--- config.mk ---
export PLATFORM = sky130hd
export DESIGN_NAME = stage_mem_flat
export DESIGN_NICKNAME = d
export VERILOG_FILES = /design/src/rtl/stage_mem_pkg.sv /design/src/rtl/stage_mem_if.sv /design/src/rtl/stage_mem_load_align.sv /design/src/rtl/stage_mem.sv /design/src/flat_wrapper.sv
export SDC_FILE = /design/constraint.sdc
export NUM_CORES = 1
export LEC_CHECK = 0
export ABC_AREA = 1
export CAP_MARGIN = 20
export CORE_MARGIN = 2
export CORE_UTILIZATION = 25
export DETAILED_ROUTE_END_ITERATION = 6
export MAX_ROUTING_LAYER = met4
export PLACE_DENSITY_LB_ADDON = 0.3
export SYNTH_ARGS = -nofsm -noshare
export SYNTH_HDL_FRONTEND = slang
export SYNTH_SLANG_ARGS = --single-unit
--- constraint.sdc ---
create_clock -name clk -period 4.4 [get_ports clk]
set_input_delay 0.66 -clock clk [delete_from_list [all_inputs] [get_ports clk]]
set_output_delay 0.66 -clock clk [all_outputs]
set_load 0.005 [all_outputs]
--- src/rtl/stage_mem_pkg.sv ---
// stage_mem_pkg: shared encodings for the MEM pipeline stage.
//   - load-type codes carried on memCtrl
//   - write-back source codes carried on wbSrc
//   - MEM stage FSM state encoding
package stage_mem_pkg;

  // Load types. 3'b111 is reserved and behaves as lw.
  localparam logic [2:0] LT_LB  = 3'b000;
  localparam logic [2:0] LT_LH  = 3'b001;
  localparam logic [2:0] LT_LWL = 3'b010;
  localparam logic [2:0] LT_LW  = 3'b011;
  localparam logic [2:0] LT_LBU = 3'b100;
  localparam logic [2:0] LT_LHU = 3'b101;
  localparam logic [2:0] LT_LWR = 3'b110;

  // Write-back sources. 3'b101..3'b111 select the ALU result.
  localparam logic [2:0] WB_ALU  = 3'b000;
  localparam logic [2:0] WB_LOAD = 3'b001;
  localparam logic [2:0] WB_HI   = 3'b010;
  localparam logic [2:0] WB_LO   = 3'b011;
  localparam logic [2:0] WB_PC8  = 3'b100;

  typedef enum logic [1:0] {
    ST_RUN  = 2'd0,
    ST_WAIT = 2'd1,
    ST_DONE = 2'd2
  } state_e;

endpackage

--- src/rtl/stage_mem_if.sv ---
// stage_mem_if: EX->MEM pipeline inputs, data-memory handshake and
// MEM->WB outputs of the MEM stage.
//   master : EX / data memory / WB side (drives the stage inputs)
//   slave  : the MEM stage itself
// Signals:
//   stallIn, flush                      pipeline control into MEM
//   aluIn, hiIn, loIn, rtIn, pcIn       EX datapath values
//   memCtrlIn, wbRegIn, wbSrcIn         EX control values
//   isLoad, isStore, instValidIn        EX request / valid
//   memAck, memRData                    data-memory completion
//   wbData, wbReg, wbEn                 write-back to the register file
//   stallOut, pcOut, instValidOut       stall to IF/ID/EX, PC/valid onward
interface stage_mem_if;
  logic        stallIn;
  logic        flush;
  logic [31:0] aluIn;
  logic [31:0] hiIn;
  logic [31:0] loIn;
  logic [31:0] rtIn;
  logic [2:0]  memCtrlIn;
  logic        isLoad;
  logic        isStore;
  logic [4:0]  wbRegIn;
  logic [2:0]  wbSrcIn;
  logic [31:0] pcIn;
  logic        instValidIn;
  logic        memAck;
  logic [31:0] memRData;
  logic [31:0] wbData;
  logic [4:0]  wbReg;
  logic        wbEn;
  logic        stallOut;
  logic [31:0] pcOut;
  logic        instValidOut;

  modport master (
    output stallIn, flush, aluIn, hiIn, loIn, rtIn, memCtrlIn, isLoad, isStore,
           wbRegIn, wbSrcIn, pcIn, instValidIn, memAck, memRData,
    input  wbData, wbReg, wbEn, stallOut, pcOut, instValidOut
  );

  modport slave (
    input  stallIn, flush, aluIn, hiIn, loIn, rtIn, memCtrlIn, isLoad, isStore,
           wbRegIn, wbSrcIn, pcIn, instValidIn, memAck, memRData,
    output wbData, wbReg, wbEn, stallOut, pcOut, instValidOut
  );
endinterface

--- src/rtl/stage_mem_load_align.sv ---
// stage_mem_load_align: purely combinational load alignment.
//   mem_ctrl : load type
//   ofs      : address byte offset
//   mem_word : word-aligned memory read data
//   rt       : old rt value, merged in by lwl/lwr
//   data     : aligned / extended result
module stage_mem_load_align
  import stage_mem_pkg::*;
(
  input  logic [2:0]  mem_ctrl,
  input  logic [1:0]  ofs,
  input  logic [31:0] mem_word,
  input  logic [31:0] rt,
  output logic [31:0] data
);

  logic [7:0]  byte_sel;
  logic [15:0] half_sel;

  always_comb begin
    case (ofs)
      2'd0:    byte_sel = mem_word[7:0];
      2'd1:    byte_sel = mem_word[15:8];
      2'd2:    byte_sel = mem_word[23:16];
      default: byte_sel = mem_word[31:24];
    endcase
    half_sel = ofs[1] ? mem_word[31:16] : mem_word[15:0];

    case (mem_ctrl)
      LT_LB:  data = {{24{byte_sel[7]}}, byte_sel};
      LT_LBU: data = {24'd0, byte_sel};
      LT_LH:  data = {{16{half_sel[15]}}, half_sel};
      LT_LHU: data = {16'd0, half_sel};
      LT_LWL: begin
        case (ofs)
          2'd0:    data = {mem_word[7:0],  rt[23:0]};
          2'd1:    data = {mem_word[15:0], rt[15:0]};
          2'd2:    data = {mem_word[23:0], rt[7:0]};
          default: data = mem_word;
        endcase
      end
      LT_LWR: begin
        case (ofs)
          2'd0:    data = mem_word;
          2'd1:    data = {rt[31:24], mem_word[31:8]};
          2'd2:    data = {rt[31:16], mem_word[31:16]};
          default: data = {rt[31:8],  mem_word[31:24]};
        endcase
      end
      default: data = mem_word;  // lw and reserved code
    endcase
  end

endmodule

--- src/rtl/stage_mem.sv ---
// stage_mem: MEM stage of the 5-stage pipeline.
// Registers EX results, waits out the data-memory handshake, aligns load
// data and selects the single write-back value for WB.
//   clk, rst_n : pipeline clock, synchronous active-low reset
//   bus        : stage_mem_if slave (EX inputs, memory handshake, WB outputs)
module stage_mem
  import stage_mem_pkg::*;
(
  input logic        clk,
  input logic        rst_n,
  stage_mem_if.slave bus
);

  state_e      state_q, state_d;
  logic [31:0] alu_q, alu_d, hi_q, hi_d, lo_q, lo_d, rt_q, rt_d, pc_q, pc_d;
  logic [31:0] rdata_hold_q, rdata_hold_d;
  logic [2:0]  mem_ctrl_q, mem_ctrl_d, wb_src_q, wb_src_d;
  logic [4:0]  wb_reg_q, wb_reg_d;
  logic        valid_q, valid_d, mem_req_q, mem_req_d;
  logic        stall, advance;
  logic [31:0] align_word, load_data;

  always_comb begin
    stall = ~bus.memAck & ((state_q == ST_WAIT) | ((state_q == ST_RUN) & mem_req_q));
    // The ack cycle in WAIT only captures the read word; the instruction
    // retires from DONE, so nothing is captured while in WAIT.
    advance = ~bus.stallIn & ~stall & (state_q != ST_WAIT);
  end

  always_comb begin
    state_d      = state_q;
    rdata_hold_d = rdata_hold_q;
    alu_d        = alu_q;
    hi_d         = hi_q;
    lo_d         = lo_q;
    rt_d         = rt_q;
    pc_d         = pc_q;
    mem_ctrl_d   = mem_ctrl_q;
    wb_src_d     = wb_src_q;
    wb_reg_d     = wb_reg_q;
    valid_d      = valid_q;
    mem_req_d    = mem_req_q;

    case (state_q)
      ST_RUN: begin
        if (mem_req_q) begin
          if (!bus.memAck) begin
            state_d = ST_WAIT;
          end else if (bus.stallIn) begin
            // Same-cycle ack but held downstream: keep the word for later.
            state_d      = ST_DONE;
            rdata_hold_d = bus.memRData;
          end
        end
      end
      ST_WAIT: begin
        if (bus.memAck) begin
          state_d      = ST_DONE;
          rdata_hold_d = bus.memRData;
        end
      end
      ST_DONE: begin
        if (!bus.stallIn) state_d = ST_RUN;
      end
      default: state_d = ST_RUN;
    endcase

    if (advance) begin
      alu_d = bus.aluIn;
      hi_d  = bus.hiIn;
      lo_d  = bus.loIn;
      rt_d  = bus.rtIn;
      pc_d  = bus.pcIn;
      if (bus.flush) begin
        valid_d    = 1'b0;
        wb_reg_d   = 5'd0;
        mem_req_d  = 1'b0;
        mem_ctrl_d = LT_LW;
        wb_src_d   = WB_ALU;
      end else begin
        valid_d    = bus.instValidIn;
        wb_reg_d   = bus.wbRegIn;
        mem_req_d  = bus.isLoad | bus.isStore;
        mem_ctrl_d = bus.memCtrlIn;
        wb_src_d   = bus.wbSrcIn;
      end
    end
  end

  always_ff @(posedge clk) begin
    if (!rst_n) begin
      state_q      <= ST_RUN;
      rdata_hold_q <= 32'd0;
      alu_q        <= 32'd0;
      hi_q         <= 32'd0;
      lo_q         <= 32'd0;
      rt_q         <= 32'd0;
      pc_q         <= 32'd0;
      mem_ctrl_q   <= LT_LW;
      wb_src_q     <= WB_ALU;
      wb_reg_q     <= 5'd0;
      valid_q      <= 1'b0;
      mem_req_q    <= 1'b0;
    end else begin
      state_q      <= state_d;
      rdata_hold_q <= rdata_hold_d;
      alu_q        <= alu_d;
      hi_q         <= hi_d;
      lo_q         <= lo_d;
      rt_q         <= rt_d;
      pc_q         <= pc_d;
      mem_ctrl_q   <= mem_ctrl_d;
      wb_src_q     <= wb_src_d;
      wb_reg_q     <= wb_reg_d;
      valid_q      <= valid_d;
      mem_req_q    <= mem_req_d;
    end
  end

  assign align_word = (state_q == ST_DONE) ? rdata_hold_q : bus.memRData;

  stage_mem_load_align u_align (
    .mem_ctrl (mem_ctrl_q),
    .ofs      (alu_q[1:0]),
    .mem_word (align_word),
    .rt       (rt_q),
    .data     (load_data)
  );

  always_comb begin
    case (wb_src_q)
      WB_LOAD: bus.wbData = load_data;
      WB_HI:   bus.wbData = hi_q;
      WB_LO:   bus.wbData = lo_q;
      WB_PC8:  bus.wbData = pc_q + 32'd8;
      default: bus.wbData = alu_q;
    endcase
    bus.wbReg        = wb_reg_q;
    bus.wbEn         = valid_q & (wb_reg_q != 5'd0) &
                       ((state_q == ST_RUN) | (state_q == ST_DONE));
    bus.stallOut     = stall;
    bus.pcOut        = pc_q;
    bus.instValidOut = valid_q;
  end

endmodule

--- src/flat_wrapper.sv ---
// flat-port wrapper written by rule: the top's interface ports become plain ports
module stage_mem_flat import stage_mem_pkg::*;
  (clk, rst_n, bus_stallIn, bus_flush, bus_aluIn, bus_hiIn, bus_loIn, bus_rtIn, bus_memCtrlIn, bus_isLoad, bus_isStore, bus_wbRegIn, bus_wbSrcIn, bus_pcIn, bus_instValidIn, bus_memAck, bus_memRData, bus_wbData, bus_wbReg, bus_wbEn, bus_stallOut, bus_pcOut, bus_instValidOut);
  stage_mem_if bus_i ();
  input logic clk;
  input logic rst_n;
  input wire logic [$bits(bus_i.stallIn)-1:0] bus_stallIn;
  input wire logic [$bits(bus_i.flush)-1:0] bus_flush;
  input wire logic [$bits(bus_i.aluIn)-1:0] bus_aluIn;
  input wire logic [$bits(bus_i.hiIn)-1:0] bus_hiIn;
  input wire logic [$bits(bus_i.loIn)-1:0] bus_loIn;
  input wire logic [$bits(bus_i.rtIn)-1:0] bus_rtIn;
  input wire logic [$bits(bus_i.memCtrlIn)-1:0] bus_memCtrlIn;
  input wire logic [$bits(bus_i.isLoad)-1:0] bus_isLoad;
  input wire logic [$bits(bus_i.isStore)-1:0] bus_isStore;
  input wire logic [$bits(bus_i.wbRegIn)-1:0] bus_wbRegIn;
  input wire logic [$bits(bus_i.wbSrcIn)-1:0] bus_wbSrcIn;
  input wire logic [$bits(bus_i.pcIn)-1:0] bus_pcIn;
  input wire logic [$bits(bus_i.instValidIn)-1:0] bus_instValidIn;
  input wire logic [$bits(bus_i.memAck)-1:0] bus_memAck;
  input wire logic [$bits(bus_i.memRData)-1:0] bus_memRData;
  output wire logic [$bits(bus_i.wbData)-1:0] bus_wbData;
  output wire logic [$bits(bus_i.wbReg)-1:0] bus_wbReg;
  output wire logic [$bits(bus_i.wbEn)-1:0] bus_wbEn;
  output wire logic [$bits(bus_i.stallOut)-1:0] bus_stallOut;
  output wire logic [$bits(bus_i.pcOut)-1:0] bus_pcOut;
  output wire logic [$bits(bus_i.instValidOut)-1:0] bus_instValidOut;
  assign bus_i.stallIn = bus_stallIn;
  assign bus_i.flush = bus_flush;
  assign bus_i.aluIn = bus_aluIn;
  assign bus_i.hiIn = bus_hiIn;
  assign bus_i.loIn = bus_loIn;
  assign bus_i.rtIn = bus_rtIn;
  assign bus_i.memCtrlIn = bus_memCtrlIn;
  assign bus_i.isLoad = bus_isLoad;
  assign bus_i.isStore = bus_isStore;
  assign bus_i.wbRegIn = bus_wbRegIn;
  assign bus_i.wbSrcIn = bus_wbSrcIn;
  assign bus_i.pcIn = bus_pcIn;
  assign bus_i.instValidIn = bus_instValidIn;
  assign bus_i.memAck = bus_memAck;
  assign bus_i.memRData = bus_memRData;
  assign bus_wbData = bus_i.wbData;
  assign bus_wbReg = bus_i.wbReg;
  assign bus_wbEn = bus_i.wbEn;
  assign bus_stallOut = bus_i.stallOut;
  assign bus_pcOut = bus_i.pcOut;
  assign bus_instValidOut = bus_i.instValidOut;
  stage_mem u_core (.clk(clk), .rst_n(rst_n), .bus(bus_i));
endmodule
# Yosys cells after proc, flatten, opt, wreduce, memory -nomap -nowiden
# Index checks and enable logic that the tools add are counted.
[totals]
ff_bits = 207
out_inout_bits = 72
elab_cells = 75
[op_classes]
n_addsub = 1
n_eq_ne = 20
n_mux = 23
n_bitwise = 12
reduce_logical = 7
[op_table]
columns = ["operator", "n"]
rows = [
  ["$pmux W32 S3", 2],
  ["$pmux W32 S6", 1],
  ["$mux W32", 5],
  ["$pmux W32 S4", 1],
  ["$pmux W32 S2", 1],
  ["$add A32 B4 Y32 const B", 1],
  ["$pmux W8 S3", 1],
  ["$mux W16", 1],
  ["$eq A3 B3 Y1 const B", 4],
  ["$mux W2", 5],
  ["$eq A3 B2 Y1 const B", 3],
  ["$ne A2 B2 Y1 const B", 4],
  ["$and A1 B1 Y1", 6],
  ["$eq A3 B1 Y1 const B", 2],
  ["$mux W3", 2],
  ["$pmux W2 S3", 1],
  ["$mux W5", 1],
  ["$reduce_and A5 Y1", 1],
  ["$reduce_bool A5 Y1", 1],
  ["$eq A2 B1 Y1 const B", 2],
  ["$eq A2 B2 Y1 const B", 2],
  ["$logic_not A2 Y1", 2],
  ["$ne A2 B1 Y1 const B", 2],
  ["$reduce_and A4 Y1", 1],
  ["6 further kinds", 11],
]

# Logic depth before layout (Yosys ltp)
[logic_depth]
ltp_word = 7
depth_mapped = 14
depth_no_buf = 13

# By module
# Synthesis repeated with hierarchy kept, for this count alone.
[unflattened]
cells_unflattened = 1967
hier_area_um2 = 11866.4
[by_module_without_submodules]
columns = ["module", "n_inst", "cells_per_inst", "area_per_inst_um2"]
rows = [
  ["stage_mem", 1, 1405, 9374.0],
  ["stage_mem_load_align", 1, 562, 2492.4],
]

# Least setup slack after synthesis
# OpenSTA, ideal clock, no wires.
[synth_path]
kind = "register to output"
from = "reg u_core.pc_q[3] (netlist: u_core.bus.pcOut[3])"
to = "out bus_wbData[29]"
t_arrival_ps = 1537
path_slack_ps = 2203
path_stages_with_launch = 12
n_path_buf = 0
cell_sequence = "dfxtp_1 > ha_1 > nand2_1 > nor2_1 > nand2_1 > nor2_1 > nand3_1 > o21ai_0 > nand3_1 > nand2_1 > inv_1 > nand3_1"
[synth_via]
elab_chain_cells = 2
[synth_rtl]
columns = ["item", "line_no", "text"]
rows = [
  ["from (decl)", "stage_mem.sv:15", "logic [31:0] alu_q, alu_d, hi_q, hi_d, lo_q, lo_d, rt_q, rt_d, pc_q, pc_d;"],
  ["from (signal assigned)", "stage_mem.sv:111", "pc_q <= pc_d;"],
  ["$add A32 B4 Y32", "stage_mem.sv:135", "WB_PC8: bus.wbData = pc_q + 32'd8;"],
  ["$pmux W32 S4", "stage_mem.sv:131", "case (wb_src_q)"],
  ["to (decl)", "flat_wrapper.sv:22", "output wire logic [$bits(bus_i.wbData)-1:0] bus_wbData;"],
]
# Every way passes these cells.

# Worst setup path after layout
[layout_path]
from = "reg u_core.alu_q[0]"
to = "out bus_wbData[20]"
[layout_via]
elab_chain_cells = 4
word_cells_on_any_way = 8
[layout_rtl]
columns = ["item", "line_no", "text"]
rows = [
  ["from (decl)", "stage_mem.sv:15", ""],
  ["from (signal assigned)", "stage_mem.sv:107", "alu_q <= alu_d;"],
  ["$eq A2 B2 Y1, or another cell as far along", "stage_mem_load_align.sv:21, stage_mem_load_align.sv:35, stage_mem_load_align.sv:43", ""],
  ["$pmux W32 S3, or another cell as far along", "stage_mem_load_align.sv:43", "case (ofs)"],
  ["$pmux W32 S6 *", "stage_mem_load_align.sv:29", "case (mem_ctrl)"],
  ["$pmux W32 S4 *", "stage_mem.sv:131", ""],
]
# Mark *: on every way between the ends. The rest lies on a longest branch, timed or not.

==> results.txt <==
Share of cells above drive strength 1: 5.18%. The min-delay analysis places its worst path in the category flop to flop. The run gives 27 as the number of buffers inserted during clock tree synthesis. The relative slew slack is 42.4%, and the yosys synthesis warning count is 0.

The floorplan step set the die width to 224 microns. Area growth from synthesis to final layout: 35.8%. The number of cells on the worst reg-to-reg path is 7. Routability-driven placement finished with a final weighted congestion of 0.970.

The routed layout has 14.2k vias. The run gives 0 as the leftover overflow at the end of global routing. The number of max-capacitance violations reported is 0.

The synthesized design devotes to its leading area cell type 34.4% of total area. The largest buffer count on any clock path is 3, and the clock period minus final worst setup slack is 4.15 ns. In the synthesized netlist the async set-or-reset flop fraction comes to 0%. The ratio of final minimum period to clock period came out at 94.2%.

The number of core rows is 80, and the utilization after layout is 34.3%. For the total die area, the log shows 50,000 sq um. For the worst-skew pair, the clock arrives at the later sink with an insertion delay of 0.58 ns. Using the TritonRoute via totals, the vias-per-cell ratio works out to 4.98. The flop and latch count out of synthesis was 207; the reported leakage power was 6.85 nW.

The logs give 207 for the count of clock tree sinks and 25.3% for the starting density of the core. Setup slack on the critical path of the routed design comes to 0.254 ns. By count the netlist is led by 440 x sky130_fd_sc_hd__nand2_1, 418 x sky130_fd_sc_hd__nor2_1, 247 x sky130_fd_sc_hd__o21ai_0.

The transition time of the tightest slew-check pin was 0.865 ns; the max-slew violation count was 0. The filler cells instantiated in the layout total 5,211. Between clock sinks in the finished design, the worst skew comes to 0.0180 ns. Synthesis produced a netlist whose cell count is 1,993. Detailed placement ended at an HPWL of 43.1 mm.

In this run the critical register-to-register path is captured at u_core.alu_q[3]. The number of nets in the synthesized netlist is 2,205. Entering global routing, the biggest net connects 194 pins. The number of design rule violations left after detail routing came out at 0. The tree is rooted in a sky130_fd_sc_hd__clkbuf_16. The tools report the type of element capturing the critical path as an output port. The floorplan step defined a core boundary enclosing 47,600 sq um. Of all nets on the critical path, the largest fanout is 23. The worst endpoint data arrival time was 3.49 ns; the number of nets in the final layout was 2,430. Adding up every negative setup slack in the final design gives 0 ns. The tools report the critical path startpoint category as a flop. The number of flops mapped to enable cells by yosys works out to 0. Setup violations remaining at the end of the flow were counted as 0. For the critical path required time, the log shows 3.74 ns. The logs give 0 for the total count of hold-check failures in the final report and 283 for the number of top-level pins. Dividing the detail-routed wire length by the instance count gives 19.9 microns.

Number of nets still failing antenna checks after routing: 0. The critical path is of the flop to output port type. In this run, the number of DRC markers left after iteration 0 of detailed routing was 1,276.

Setup repair after global routing left no endpoint under its margin. For hold timing, the worst endpoint is u_core.lo_q[1]. Prior to clock tree synthesis, the placed netlist has a worst setup slack of 0.834 ns.

The routed design has 56.9 mm of wire. The first TritonRoute pass finished after 5 iterations. The first-pass GRT wire length was 84.3 mm.

The cell with the most instances after synthesis was sky130_fd_sc_hd__nand2_1. The unique cell type count in the Yosys netlist is 43. The initial antenna violation count came out at 6.

Power spread over the standard cell area amounts to 364 nW/um^2. Once the clock tree was built, the setup fixing pass inserted 0 buffers. The number of hold buffers added after CTS was 0. Along the worst hold path, the cell count comes to 2. Hold timing on the final database bottoms out at a slack of 0.454 ns. The run gives 0.000283 V as the peak supply drop.

The via count of the first global-routing pass was 13.5k; the global router's overall resource usage was 22.8%. The reg-to-reg setup timing slack is 1.88 ns, and the floorplan die height is 224 microns. For this run, the leading register cell type out of synthesis is sky130_fd_sc_hd__dfxtp_1.

By area the synthesized netlist is led by sky130_fd_sc_hd__dfxtp_1 34%, sky130_fd_sc_hd__nand2_1 14%, sky130_fd_sc_hd__nor2_1 13%. Once the clock tree was built, the resizer swapped 0 gates to a different size. Beginning of the worst hold path: u_core.lo_q[1]. The final cell count without fillers was 2,859; the number of placed cells counting well taps was 2,804. The clock-pin slew reported for the worst setup and hold paths after clock tree synthesis works out to 0.06 ns. The library cell with the largest summed area after synthesis was sky130_fd_sc_hd__dfxtp_1. TritonCTS built the clock tree. Summing every instance area after synthesis gives 12,000 sq um. Summing the sequential cell areas from Yosys gives 34.4% of the chip area. The flow ran to the end, and the final reports show no timing, DRC or antenna violations.

The count of buffers added on input and output ports is 282. The tools report the startpoint of the worst register-to-register path as u_core.state_q[1]. The post-synthesis average cell area is 6.04 sq um, and the timing-limited maximum frequency is 241 MHz. For the CTS H-tree depth, the log shows 1.
-- placed cells by master (no fill, tap or decap), types with 3 or more instances in the layout --
cell type	n
sky130_fd_sc_hd__o21ai_1	6
sky130_fd_sc_hd__clkinv_2	5
sky130_fd_sc_hd__nor3_1	8
sky130_fd_sc_hd__a21oi_1	83
sky130_fd_sc_hd__o21bai_1	3
sky130_fd_sc_hd__a221oi_1	7
sky130_fd_sc_hd__o211ai_1	4
sky130_fd_sc_hd__a22o_1	5
sky130_fd_sc_hd__clkbuf_1	4
sky130_fd_sc_hd__nand2_1	440
sky130_fd_sc_hd__a211oi_1	7
sky130_fd_sc_hd__buf_4	31
sky130_fd_sc_hd__clkbuf_8	6
sky130_fd_sc_hd__nand2_2	5
sky130_fd_sc_hd__nand4_1	21
sky130_fd_sc_hd__nor2_1	417
sky130_fd_sc_hd__o21ai_0	247
sky130_fd_sc_hd__inv_2	3
sky130_fd_sc_hd__diode_2	6
sky130_fd_sc_hd__dfxtp_1	207
sky130_fd_sc_hd__clkdlybuf4s50_1	281
sky130_fd_sc_hd__nor2_2	3
sky130_fd_sc_hd__inv_1	145
sky130_fd_sc_hd__nand3_2	3
sky130_fd_sc_hd__nand3_1	223
sky130_fd_sc_hd__clkbuf_16	27
sky130_fd_sc_hd__buf_12	8
sky130_fd_sc_hd__a21oi_2	6
sky130_fd_sc_hd__or2_2	4
-- kinds of logic after synthesis --
logic type               synth area share [%]
AO/OA/AOI/OAI                            16.7
XOR/XNOR                                0.145
adder cells (fa/ha/maj)                 0.104
buffers and inverters                    9.81
flip-flops                               34.4
AND/OR/NAND/NOR                          38.9
-- sequential cells by signal, indices dropped and copies added, names as in the netlist, 3 cells and up --
register / flops
u_core.alu_q: 32
u_core.bus.pcOut: 32
u_core.bus.wbReg: 5
u_core.hi_q: 32
u_core.lo_q: 32
u_core.mem_ctrl_q: 3
u_core.rdata_hold_q: 32
u_core.rt_q: 32
u_core.wb_src_q: 3
-- area by class of cell --
cell class,count,area [sq um],area share (%)
multi-input cells,1511,6740,41.2
flip-flops and latches,207,4140,25.3
repair buffers,320,3210,19.6
clock buffers,37,773,4.73
well taps,615,769,4.70
inverters,151,569,3.48
clock inverters,12,138,0.841
diodes,6,15.0,0.0918
-- worst max-delay path by stage --
stage                                end  cells after the start                 from
after CTS                 bus_wbData[20]                      9      u_core.alu_q[0]
after global placement    bus_wbData[20]                     11      bus_memRData[7]
after global routing       bus_wbData[9]                     11      u_core.alu_q[0]
final                     bus_wbData[20]                      9      u_core.alu_q[0]
after floorplan           bus_wbData[29]                     11  u_core.bus.pcOut[3]
after detailed placement  bus_wbData[20]                     11      bus_memRData[7]
-- worst max-delay path: stages (launching register included) --
cell and delay, ns:
sky130_fd_sc_hd__dfxtp_1 0.75, sky130_fd_sc_hd__nand2_1 0.14, sky130_fd_sc_hd__inv_1 0.37, sky130_fd_sc_hd__nand3_1 0.23
sky130_fd_sc_hd__nand3_2 0.12, sky130_fd_sc_hd__buf_4 0.28, sky130_fd_sc_hd__nand2_1 0.08, sky130_fd_sc_hd__o21bai_1 0.25
sky130_fd_sc_hd__nand3_1 0.18, sky130_fd_sc_hd__clkdlybuf4s50_1 0.48
-- metrics by stage --
step	instance area, sq um	power [mW]
floorplan	12000	2.93
global placement	15400	3.70
detailed placement	15400	3.70
CTS	16300	6.01
global route	16400	6.24
finish	16400	5.95
-- routing by layer --
layer  GRT usage [%]  share of wire (%)  vias to the layer above
li1                -                  -                     6934
met3            4.29                7.2                       91
met5               -                  0                        -
met4            8.22                3.8                        0
met2            35.6                 45                      596
met1            29.4                 44                     6607
-- power by group --
part	switching (mW)	internal, mW	total [mW]
registers	0.146	2.04	2.19
clock network	0.934	1.35	2.28
logic	0.853	0.628	1.48
Note: power is estimated with default switching activity, not from simulation.
